`src/rtl/cpu_run_ctrl_if.sv`:
```
// Run-control bus between the top-level pins (master) and the run sequencer (slave).
interface cpu_run_ctrl_if #(
  parameter int PC_W  = 10,
  parameter int CYC_W = 16
);
  logic             start;
  logic [PC_W-1:0]  start_pc;
  logic             step_mode;
  logic             step;
  logic             halt_req;
  logic             mem_busy;
  logic             pc_load;
  logic [PC_W-1:0]  pc_load_val;
  logic             core_en;
  logic             done;
  logic             timeout_err;
  logic [CYC_W-1:0] cycle_cnt;
  logic [CYC_W-1:0] instr_cnt;

  modport master (
    output start, start_pc, step_mode, step, halt_req, mem_busy,
    input  pc_load, pc_load_val, core_en, done, timeout_err, cycle_cnt, instr_cnt
  );

  modport slave (
    input  start, start_pc, step_mode, step, halt_req, mem_busy,
    output pc_load, pc_load_val, core_en, done, timeout_err, cycle_cnt, instr_cnt
  );
endinterface

```
`src/rtl/cpu_run_ctrl.sv`:
```
// Launch/run/halt sequencer for the 9-bit CPU: entry-PC load, stall gating,
// single-step, watchdog and saturating cycle/instruction counters.
//
// state    | meaning
// S_IDLE   | out of reset, waiting for start
// S_LAUNCH | one cycle, PC loaded with the latched entry address
// S_RUN    | free running, core advances whenever memory is not busy
// S_PAUSE  | single-step, core advances once per step request
// S_DONE   | halted normally, done held
// S_FAULT  | watchdog expired, timeout_err held
module cpu_run_ctrl #(
  parameter int PC_W    = 10,
  parameter int CYC_W   = 16,
  parameter int TIMEOUT = 0
) (
  input  logic         clk,
  input  logic         rst_n,
  cpu_run_ctrl_if.slave bus
);

  typedef enum logic [2:0] {
    S_IDLE, S_LAUNCH, S_RUN, S_PAUSE, S_DONE, S_FAULT
  } state_t;

  localparam logic [CYC_W-1:0] CNT_MAX = '1;
  localparam logic [CYC_W-1:0] WD_LAST = CYC_W'(TIMEOUT - 1);

  state_t           state_q;
  logic [PC_W-1:0]  pc_q;
  logic [CYC_W-1:0] cycle_q, cycle_d;
  logic [CYC_W-1:0] instr_q, instr_d;
  logic             pc_load_q;
  logic             done_q;
  logic             tmo_q;
  logic             step_pend_q;

  logic active;
  logic core_en;
  logic halt_acc;
  logic wd_hit;

  always_comb begin
    active   = (state_q == S_RUN) || (state_q == S_PAUSE);
    core_en  = 1'b0;
    if (state_q == S_RUN)   core_en = ~bus.mem_busy;
    if (state_q == S_PAUSE) core_en = (step_pend_q | bus.step) & ~bus.mem_busy;
    halt_acc = bus.halt_req & core_en;
    wd_hit   = (TIMEOUT != 0) && (state_q == S_RUN) && (cycle_q == WD_LAST);

    // Counters only move while RUN/PAUSE and stick at all-ones.
    cycle_d = cycle_q;
    instr_d = instr_q;
    if (active) begin
      if (cycle_q != CNT_MAX)            cycle_d = cycle_q + 1'b1;
      if (core_en && instr_q != CNT_MAX) instr_d = instr_q + 1'b1;
    end
  end

  always_ff @(posedge clk) begin
    if (!rst_n) begin
      state_q     <= S_IDLE;
      pc_q        <= '0;
      cycle_q     <= '0;
      instr_q     <= '0;
      pc_load_q   <= 1'b0;
      done_q      <= 1'b0;
      tmo_q       <= 1'b0;
      step_pend_q <= 1'b0;
    end else begin
      pc_load_q   <= 1'b0;
      step_pend_q <= 1'b0;
      cycle_q     <= cycle_d;
      instr_q     <= instr_d;
      case (state_q)
        S_IDLE, S_DONE, S_FAULT: begin
          if (bus.start) begin
            state_q   <= S_LAUNCH;
            pc_q      <= bus.start_pc;
            cycle_q   <= '0;
            instr_q   <= '0;
            done_q    <= 1'b0;
            tmo_q     <= 1'b0;
            pc_load_q <= 1'b1;
          end
        end
        S_LAUNCH: state_q <= bus.step_mode ? S_PAUSE : S_RUN;
        S_RUN: begin
          // An accepted halt beats a watchdog expiry in the same cycle.
          if (halt_acc) begin
            state_q <= S_DONE;
            done_q  <= 1'b1;
          end else if (wd_hit) begin
            state_q <= S_FAULT;
            tmo_q   <= 1'b1;
          end else if (bus.step_mode) begin
            state_q <= S_PAUSE;
          end
        end
        S_PAUSE: begin
          if (halt_acc) begin
            state_q <= S_DONE;
            done_q  <= 1'b1;
          end else if (!bus.step_mode) begin
            state_q <= S_RUN;
          end else begin
            step_pend_q <= ~core_en & (step_pend_q | bus.step);
          end
        end
        default: state_q <= S_IDLE;
      endcase
    end
  end

  assign bus.pc_load     = pc_load_q;
  assign bus.pc_load_val = pc_q;
  assign bus.core_en     = core_en;
  assign bus.done        = done_q;
  assign bus.timeout_err = tmo_q;
  assign bus.cycle_cnt   = cycle_q;
  assign bus.instr_cnt   = instr_q;

endmodule
```
`src/flat_wrapper.sv`:
```
// flat-port wrapper written by rule: the top's interface ports become plain ports
module cpu_run_ctrl_flat 
#(
  parameter int PC_W    = 10,
  parameter int CYC_W   = 16,
  parameter int TIMEOUT = 0
)
  (clk, rst_n, bus_start, bus_start_pc, bus_step_mode, bus_step, bus_halt_req, bus_mem_busy, bus_pc_load, bus_pc_load_val, bus_core_en, bus_done, bus_timeout_err, bus_cycle_cnt, bus_instr_cnt);
  cpu_run_ctrl_if #(.PC_W(PC_W), .CYC_W(CYC_W)) bus_i ();
  input  logic clk;
  input  logic rst_n;
  input wire logic [$bits(bus_i.start)-1:0] bus_start;
  input wire logic [$bits(bus_i.start_pc)-1:0] bus_start_pc;
  input wire logic [$bits(bus_i.step_mode)-1:0] bus_step_mode;
  input wire logic [$bits(bus_i.step)-1:0] bus_step;
  input wire logic [$bits(bus_i.halt_req)-1:0] bus_halt_req;
  input wire logic [$bits(bus_i.mem_busy)-1:0] bus_mem_busy;
  output wire logic [$bits(bus_i.pc_load)-1:0] bus_pc_load;
  output wire logic [$bits(bus_i.pc_load_val)-1:0] bus_pc_load_val;
  output wire logic [$bits(bus_i.core_en)-1:0] bus_core_en;
  output wire logic [$bits(bus_i.done)-1:0] bus_done;
  output wire logic [$bits(bus_i.timeout_err)-1:0] bus_timeout_err;
  output wire logic [$bits(bus_i.cycle_cnt)-1:0] bus_cycle_cnt;
  output wire logic [$bits(bus_i.instr_cnt)-1:0] bus_instr_cnt;
  assign bus_i.start = bus_start;
  assign bus_i.start_pc = bus_start_pc;
  assign bus_i.step_mode = bus_step_mode;
  assign bus_i.step = bus_step;
  assign bus_i.halt_req = bus_halt_req;
  assign bus_i.mem_busy = bus_mem_busy;
  assign bus_pc_load = bus_i.pc_load;
  assign bus_pc_load_val = bus_i.pc_load_val;
  assign bus_core_en = bus_i.core_en;
  assign bus_done = bus_i.done;
  assign bus_timeout_err = bus_i.timeout_err;
  assign bus_cycle_cnt = bus_i.cycle_cnt;
  assign bus_instr_cnt = bus_i.instr_cnt;
  cpu_run_ctrl #(.PC_W(PC_W), .CYC_W(CYC_W), .TIMEOUT(TIMEOUT)) u_core (.clk(clk), .rst_n(rst_n), .bus(bus_i));
endmodule
```
`config.mk`:
```
export PLATFORM = sky130hd
export DESIGN_NAME = cpu_run_ctrl_flat
export DESIGN_NICKNAME = d
export VERILOG_FILES = /design/src/rtl/cpu_run_ctrl_if.sv /design/src/rtl/cpu_run_ctrl.sv /design/src/flat_wrapper.sv
export SDC_FILE = /design/constraint.sdc
export NUM_CORES = 1
export LEC_CHECK = 0
export BUFFER_PORTS_ARGS = -buffer_cell sky130_fd_sc_hd__buf_2
export CAP_MARGIN = 0
export CORE_UTILIZATION = 47
export CTS_CLUSTER_DIAMETER = 80
export DETAILED_ROUTE_END_ITERATION = 8
export PLACE_DENSITY = 0.8
export SYNTH_ARGS = -nofsm -noshare
export SYNTH_HDL_FRONTEND = slang
export SYNTH_SLANG_ARGS = --single-unit
```
`constraint.sdc`:
```
create_clock -name clk -period 2 [get_ports clk]
set_input_delay 0.2 -clock clk [delete_from_list [all_inputs] [get_ports clk]]
set_output_delay 0.2 -clock clk [all_outputs]
set_load 0.05 [all_outputs]
```
**Word level (Yosys, flattened, before mapping)**

Index checks and enable logic that the tools add are counted.

- Register bits: 48
- Input port bits: 17
- Word-level logic and storage cells: 61

- Add/subtract/negate cells: 2
- Equality and inequality tests: 11
- Multiplexer cells: 21
- Bitwise logic cells: 9
- Reduce and logical (&&, ||, !) cells: 11

Operator list:

| kind | number |
|---|---|
| $mux 16 | 8 |
| $add 16x1->16 const B | 2 |
| $ne 16x16->1 const B | 2 |
| $mux 3 | 5 |
| $pmux 3 s4 | 1 |
| $eq 3x2->1 const B | 2 |
| $eq 3x3->1 const B | 2 |
| $mux 1 | 6 |
| $ne 3x2->1 const B | 2 |
| $reduce_and 3->1 | 2 |
| $not 1->1 | 5 |
| $reduce_and 2->1 | 2 |
| $reduce_or 4->1 | 1 |
| $and 1x1->1 | 3 |
| $eq 3x1->1 const B | 1 |
| $logic_not 3->1 | 1 |
| $reduce_or 3->1 | 1 |
| $ne 2x1->1 const B | 1 |
| $ne 2x2->1 const B | 1 |
| $pmux 1 s2 | 1 |
| $reduce_bool 2->1 | 1 |
| $reduce_or 2->1 | 1 |
| $logic_and 1x1->1 | 1 |
| $logic_or 1x1->1 | 1 |
| $or 1x1->1 | 1 |

**Depth between registers and ports, before layout**

Gate-level depths: netlist (run 1).

- Depth after elaboration: 8
- Mapped depth: 6
- Mapped depth without buffers: 5

**Worst setup path after synthesis (run 1)**

No wires, ideal clock.

- Kind: reg-to-reg
- Start point: register u_core.instr_q[2], in the netlist u_core.bus.instr_cnt[2]
- End point: register u_core.instr_q[11], in the netlist u_core.bus.instr_cnt[11]
- Arrival: 2.141 ns
- Required time: 1.930 ns
- Slack: -0.212 ns
- Stages on the path, launching flop included: 7
- Buffers on the path: 2
- Clock period less this slack: 2.212 ns
- Cell sequence: dfxtp_1 -> clkbuf_1 -> nand4_1 -> or4_1 -> buf_2 -> or4_1 -> a21oi_1

- Word-level cells in the longest chain between the ends: 6
- Elaborated cells on any way between the ends: 7

RTL lines:

| element | line | RTL |
|---|---|---|
| start: declaration | cpu_run_ctrl.sv:31 | `logic [CYC_W-1:0] instr_q, instr_d;` |
| start signal: assignment | cpu_run_ctrl.sv:73 | `instr_q <= instr_d;` |
| parallel branches: the longest is 2 deep, another holds $add 16x1->16 | - |  |
| $mux 16 * | cpu_run_ctrl.sv:55 | `if (core_en && instr_q != CNT_MAX) instr_d = instr_q + 1'b1;` |
| $mux 16 * | cpu_run_ctrl.sv:53 | `if (active) begin` |
| $mux 16 | cpu_run_ctrl.sv:76 | `if (bus.start) begin` |
| $mux 16 * | cpu_run_ctrl.sv:74 | `case (state_q)` |

Mark *: on every way between the ends.
A chain may end at the register's enable or synchronous reset.

**Worst setup path after layout (run 1)**

- Start point: register u_core.state_q[1]
- End point: register u_core.instr_q[11], in the netlist u_core.bus.instr_cnt[11]

- Word-level cells in the longest chain between the ends: 8
- Elaborated cells on any way between the ends: 14

RTL lines:

| element | line | RTL |
|---|---|---|
| start: declaration | cpu_run_ctrl.sv:28 | `state_t state_q;` |
| start signal: assignment | cpu_run_ctrl.sv:86 | `S_LAUNCH: state_q <= bus.step_mode ? S_PAUSE : S_RUN;` |
| $eq 3x2->1 | cpu_run_ctrl.sv:43, cpu_run_ctrl.sv:45 |  |
| $mux 1 | cpu_run_ctrl.sv:45 | `if (state_q == S_RUN) core_en = ~bus.mem_busy;` |
| $mux 1 | cpu_run_ctrl.sv:46 | `if (state_q == S_PAUSE) core_en = (step_pend_q \| bus.step) & ~bus.mem_busy;` |
| $logic_and 1x1->1 | cpu_run_ctrl.sv:55 |  |
| $mux 16 | cpu_run_ctrl.sv:55 |  |
| $mux 16 | cpu_run_ctrl.sv:53 |  |
| $mux 16 | cpu_run_ctrl.sv:76 |  |
| $mux 16 * | cpu_run_ctrl.sv:74 |  |

Mark *: on every way between the ends. The rest lies on a longest branch, timed or not.

==> results_dict.tcl, run 1 <==
set metrics [dict create \
    pre_cts_ws_ns -0.0572 \
    path_max_fanout 6 \
    grt_max_degree 19 \
    postSynthCellCount 283 \
    cp_top_family "simple AND/OR/NAND/NOR gates" \
    critPathSlowestCell "or4_1" \
    die-area_sq_um 5220 \
    worst_slack_ns 0.0769 \
    setup_viol 0 \
    viasPerCell 5.76 \
    die_w_microns 72.2 \
    cts_inserted_buffers 5 \
    crit_path_end_kind "flip-flop" \
    hold_path_class "in2reg" \
    syn_nets 302 \
    cap_violations 0 \
    portBuffers 61 \
    ioPinCount 63 \
    cts_root_buf "clkbuf_8" \
    start_util_pct 49.1 \
    fin_crit_ns 1.92 \
    slowest_delay_ns 0.52 \
    dp_hpwl_mm 4.01 \
    power.density_nw_per_um2 685 \
    grt_pass1_wl_mm 8.78 \
    startpoint_type "flip-flop" \
    met2_usage_pct 37.5 \
    gp_congestion 0.806 \
    r2r_slack_ns 0.08 \
    postSynthAreaPerCell_sq_um 8.19 \
    crit_type "reg2reg" \
    place_inst 409 \
    vias 2408 \
    yosysUniqueCellTypes 43 \
    drive_gt1_share_pct 27.9 \
    drt-total-wl_mm 5.56 \
    first_pass_iters 5 \
    fin_nets 369 \
    grt_pass1_vias 2055 \
    finalHoldViolCount 0 \
    status "finished, final reports clean" \
    path_clk_slew_ns 0.09 \
    n_antenna_cell 0 \
    grtUsageMet3_pct 3.89 \
    cts_tree "yes" \
    synth_top_cell_by_area "dfxtp_1" \
    stdcell_count 418 \
    grt-busiest-layer "met2" \
    antenna_found_initial 0 \
    fp.dieH_microns 72.2 \
    slew_violations 0 \
    num_rows 25 \
    cts_htree_levels 2 \
    power.leakage_nw 1.17 \
    critPathRequiredTime_ns 2.23 \
    syn-cell-area_sq_um 2320 \
    cp_num_buf_inv 0 \
    drtIter0Drc 120 \
    antenna_left 0 \
    max_freq_mhz 520 \
    fin_crit_sh_pct 96.2 \
    area_growth_pct 25.4 \
    cts_buffer_depth 2 \
    grt_overflow 0 \
    skew_ns 0.00848 \
    p_total_mw 1.99 \
    async_flop_share_pct 0 \
    clk-insertion-delay-late_ns 0.30 \
    arrival_ns 2.15 \
    synthFlopType "dfxtp_1" \
    track_usage_pct 21.2 \
    vdd_ir_drop_max_mv 0.475 \
    synth_top_area_share_pct 41.5 \
    yosysSeqAreaShare_pct 41.5 \
    synth.top_cells.by_area "dfxtp_1 41%, a21oi_1 7.1%, nand2_1 6.6%" \
    hold_ws_ns 0.128 \
    yosysWarnings 0 \
    grt_use_met1_pct 26.0 \
    path_cells "or3b_1 -> or4_4 -> or4_1 -> a21oi_1" \
    core_area_sq_um 4720 \
    synth_edf_count 0 \
    wl_per_cell_microns 13.3 \
    ys_ff_latch 48 \
    route.detailed.drc 0 \
    clock-sinks 48 \
]
## final timing paths
kind                                                from                                     end  cells after the start
setup / recovery          u_core.state_q[1]$_SDFFE_PN0P_     u_core.bus.instr_cnt[11]$_SDFF_PN0_                      4
hold / removal                           bus_start_pc[3]  u_core.bus.pc_load_val[3]$_SDFFE_PN0P_                      3
setup reg to reg          u_core.state_q[1]$_SDFFE_PN0P_     u_core.bus.instr_cnt[11]$_SDFF_PN0_                      4
hold reg to reg   u_core.bus.pc_load_val[8]$_SDFFE_PN0P_  u_core.bus.pc_load_val[8]$_SDFFE_PN0P_                      2
## where the power goes
group / internal, mW / total [mW] / leakage [nW] / switching, mW
Clock: 0.377 / 0.706 / 0.0548 / 0.329
Combinational: 0.0874 / 0.287 / 0.718 / 0.200
Sequential: 0.982 / 0.996 / 0.393 / 0.0147
## per-layer routing
metal	part of all wire, %	vias up
met5	0	-
met4	0.79	0
met3	4.2	12
met2	50	69
met1	45	1133
li1	-	1194
## cells in the final DEF, fill, tap and decap left out, types with 4 or more instances in the layout
cell      instances
buf_2            61
nand2_1          40
dfxtp_1          39
a21oi_1          33
buf_4            16
nand4_1          14
or4_1            13
o31ai_1          12
nand3_1          11
dfxtp_2           9
o21ai_0           8
or3_1             8
nor2_1            7
nand2b_1          6
inv_1             6
mux2i_1           6
nor3_1            6
clkbuf_8          5
and4_1            4
nor4_1            4
o211ai_1          4
## cell usage after synthesis, types with 3 or more instances
master     n
nand3_1   11
nor4_1     4
nand2_1   41
o31ai_1   12
mux2i_1    6
nor3b_1    3
nand4_1   14
or3_1      8
nor2_1     7
o211ai_1   4
a21oi_1   33
clkbuf_1  15
and4_1     4
o21ai_0    8
nor3_1     6
nand2b_1   6
dfxtp_1   48
and4b_1    3
inv_1      6
or4_1     14
## worst register-to-register path: stages, from the launching register on
cell and delay, ns:
dfxtp_1 0.34, or3b_1 0.38, or4_4 0.47, or4_1 0.52, a21oi_1 0.16
## timing repair
item,CTS,global route
hold buffers,0,0
buffers inserted,0,1
gates resized for setup,2,0
setup endpoints to repair,4,3
pin swaps,1,1
## metrics by stage
step                      area (sq um)  utilization [%]  setup TNS (ns)
after floorplan                   2330                -        -0.00602
after global placement            2770             58.5        -0.00452
after detailed placement          2770             58.5         -0.0572
after CTS                         2890             61.1         -0.0144
after global routing              2910             61.5          -0.196
final                             2910             61.5               0
## state kept, by name, indices dropped and copies added, names as in the netlist
signal,count
u_core.bus.cycle_cnt,16
u_core.bus.instr_cnt,16
u_core.bus.pc_load_val,10
u_core.state_q,3
u_core.bus.done,1
u_core.bus.pc_load,1
u_core.step_pend_q,1
## cells by family after synthesis
family                   Yosys count  synth area share, %
adder cells (fa/ha/maj)            2                 1.08
buffers and inverters             25                 4.27
AO/OA/AOI/OAI                     71                 19.0
multiplexers                       6                 2.59
flip-flops                        48                 41.5
other                              1                0.162
AND/OR/NAND/NOR                  130                 31.4
## final cells by class
| cell class | count | area (sq um) |
|---|---|---|
| fill | 425 | 1820 |
| clock inverter | 3 | 46.3 |
| tap | 67 | 83.8 |
| clock buffer | 5 | 68.8 |
| inverter | 7 | 26.3 |
| multi-input combinational | 210 | 1260 |
| timing repair buffer | 78 | 445 |
| sequential | 48 | 972 |
(Power assumes the default switching activity.)
==> inputs of run 2 (changes only) <==
--- a/config.mk
+++ b/config.mk
@@ -7,10 +7,11 @@
 export LEC_CHECK = 0
 export BUFFER_PORTS_ARGS = -buffer_cell sky130_fd_sc_hd__buf_2
 export CAP_MARGIN = 0
-export CORE_UTILIZATION = 47
+export CORE_UTILIZATION = 49
+export CTS_BUF_LIST = sky130_fd_sc_hd__clkbuf_2
 export CTS_CLUSTER_DIAMETER = 80
 export DETAILED_ROUTE_END_ITERATION = 8
-export PLACE_DENSITY = 0.8
+export PLACE_DENSITY = 0.82
 export SYNTH_ARGS = -nofsm -noshare
 export SYNTH_HDL_FRONTEND = slang
 export SYNTH_SLANG_ARGS = --single-unit
==> run 2 against run 1 <==
Effect of this change: the flow now finishes with violations (design-rule violations); non-clock buffer count increased by 14; clock power decreased by 23%; power decreased by 6.4%; critical path depth unchanged; register-to-register slack got worse by 0.07 ns; design area increased by 3.1%; sequential share of layout area decreased by 0.92 points; critical endpoint unchanged.
==> results_dict.tcl, run 2 (same netlist as run 1, synthesis figures left out) <==
set metrics [dict create \
    status "finished with violations" \
    violations "design-rule violations" \
    start_util_pct 52.1 \
    fin_tns_setup_ns 0 \
    tightest_slew_ns 0.541 \
    grt-busiest-layer "met2" \
    layout_common_cells "60 x buf_2, 40 x nand2_1, 37 x dfxtp_1" \
    regArea_sq_um 975 \
    grt_pass1_vias 2335 \
    die-area_sq_um 5010 \
    setup_viol 0 \
    antenna_left 0 \
    drive_gt1_share_pct 27.9 \
    critPathSlowestCell "or4_1" \
    startpoint_type "flip-flop" \
    route.detailed.drc 10 \
    dp_hpwl_mm 3.89 \
    clk-insertion-delay-late_ns 0.44 \
    track_usage_pct 25.2 \
    arrival_ns 2.35 \
    cts_tree "yes" \
    vias 2474 \
    grt_overflow 0 \
    die_w_microns 70.8 \
    slew_violations 0 \
    slowest_delay_ns 0.51 \
    num_rows 24 \
    finalHoldViolCount 0 \
    area_growth_pct 29.3 \
    path_clk_slew_ns 0.28 \
    final_common_cell "buf_2" \
    met2_usage_pct 43.5 \
    hold_ws_ns 0.0900 \
    drtIter0Drc 210 \
    viasPerCell 5.93 \
    grtUsageMet3_pct 5.13 \
    critPathRequiredTime_ns 2.36 \
    antenna_found_initial 0 \
    fin_crit_ns 1.99 \
    clock-sinks 48 \
    hold_path_class "in2reg" \
    fin_crit_sh_pct 99.5 \
    num-fill-cells 373 \
    path_max_fanout 7 \
    worst_slack_ns 0.0101 \
    n_antenna_cell 0 \
    fin_nets 383 \
    cts_buffer_depth 2 \
    skew_ns 0.0374 \
    cap_violations 0 \
    utilization_pct 67.4 \
    first_pass_iters 6 \
    grt_pass1_wl_mm 10.2 \
    power.density_nw_per_um2 621 \
    fp.dieH_microns 70.8 \
    cp_num_buf_inv 0 \
    path_cells "or3b_4 -> or4_4 -> or4_1 -> a21oi_1" \
    core_area_sq_um 4440 \
    max_freq_mhz 503 \
    rsz0062_at_grt "true" \
    vdd_ir_drop_max_mv 0.532 \
    relSlewSlack_pct 63.0 \
    cts_root_buf "clkbuf_2" \
    grt_use_met1_pct 31.8 \
    cp_top_family "simple AND/OR/NAND/NOR gates" \
    multiInputGateArea_sq_um 1280 \
    wl_per_cell_microns 14.4 \
    power.leakage_nw 1.21 \
    cts_htree_levels 2 \
    ioPinCount 63 \
    gp_congestion 0.825 \
    pre_cts_ws_ns -0.0700 \
    crit_type "reg2reg" \
    drt-total-wl_mm 6.00 \
    cts_inserted_buffers 5 \
    grt_max_degree 19 \
    portBuffers 61 \
    crit_path_end_kind "flip-flop" \
]
==> run 2: cell types whose count changed in the layout (fill, tap and decap cells not counted), moves of 2 or more <==
| cell | previous run | this run |
|---|---|---|
| clkbuf_2 | 0 | 5 |
| clkbuf_8 | 5 | 0 |
| dlygate4sd3_1 | 0 | 16 |
| dfxtp_2 | 9 | 11 |
| dfxtp_1 | 39 | 37 |
==> run 2: timing repair <==
item | 4_1_cts | 5_1_grt
gates resized for setup | 3 | 6
hold buffers | 15 | 1
endpoints found under the setup margin | 5 | 12
hold endpoints to repair | 15 | 1
pin swaps | 2 | 3
setup buffers | 1 | 0
==> run 2: final cells by class <==
cell class	instances	share of cell area, %
multi-input combinational	210	42.7
tap	52	2.17
inverter	7	0.877
clock inverter	3	1.54
timing repair buffer	92	19.4
clock buffer	5	0.835
sequential	48	32.5
==> run 2: worst min-delay path: cells and delay by family <==
kind                   cells  cell delay [ns]
AOI/OAI and AO/OA          2             0.21
buffers and inverters      1             0.11
==> run 2: through the flow <==
step	total power [mW]	instance area, sq um	instances
after global routing	1.94	3000	417
after CTS	1.85	2970	416
after detailed placement	1.30	2730	392
after global placement	1.29	2730	392
after floorplan	1.21	2330	283
final	1.86	3000	417
==> run 2: per-layer routing <==
| metal | wire, microns | vias to the layer above |
|---|---|---|
| met2 | 3020 | 71 |
| li1 | - | 1219 |
| met5 | 0 | - |
| met1 | 2560 | 1175 |
| met4 | 89 | 0 |
| met3 | 326 | 9 |
==> run 2: final timing paths <==
check,start,end,slack [ns],depth (start not counted)
max,u_core.state_q[2]$_SDFFE_PN0P_,u_core.bus.instr_cnt[11]$_SDFF_PN0_,0.01,4
min,bus_step_mode,u_core.state_q[0]$_SDFFE_PN0P_,0.09,3
max reg2reg,u_core.state_q[2]$_SDFFE_PN0P_,u_core.bus.instr_cnt[11]$_SDFF_PN0_,0.01,4
min reg2reg,u_core.bus.pc_load_val[3]$_SDFFE_PN0P_,u_core.bus.pc_load_val[3]$_SDFFE_PN0P_,0.47,2
==> run 2: where the power goes <==
part / leakage, nW / total, mW / internal [mW] / switching [mW]
sequential: 0.394 / 1.00 / 0.987 / 0.0153
clock: 0.0396 / 0.545 / 0.215 / 0.330
combinational: 0.774 / 0.315 / 0.106 / 0.209
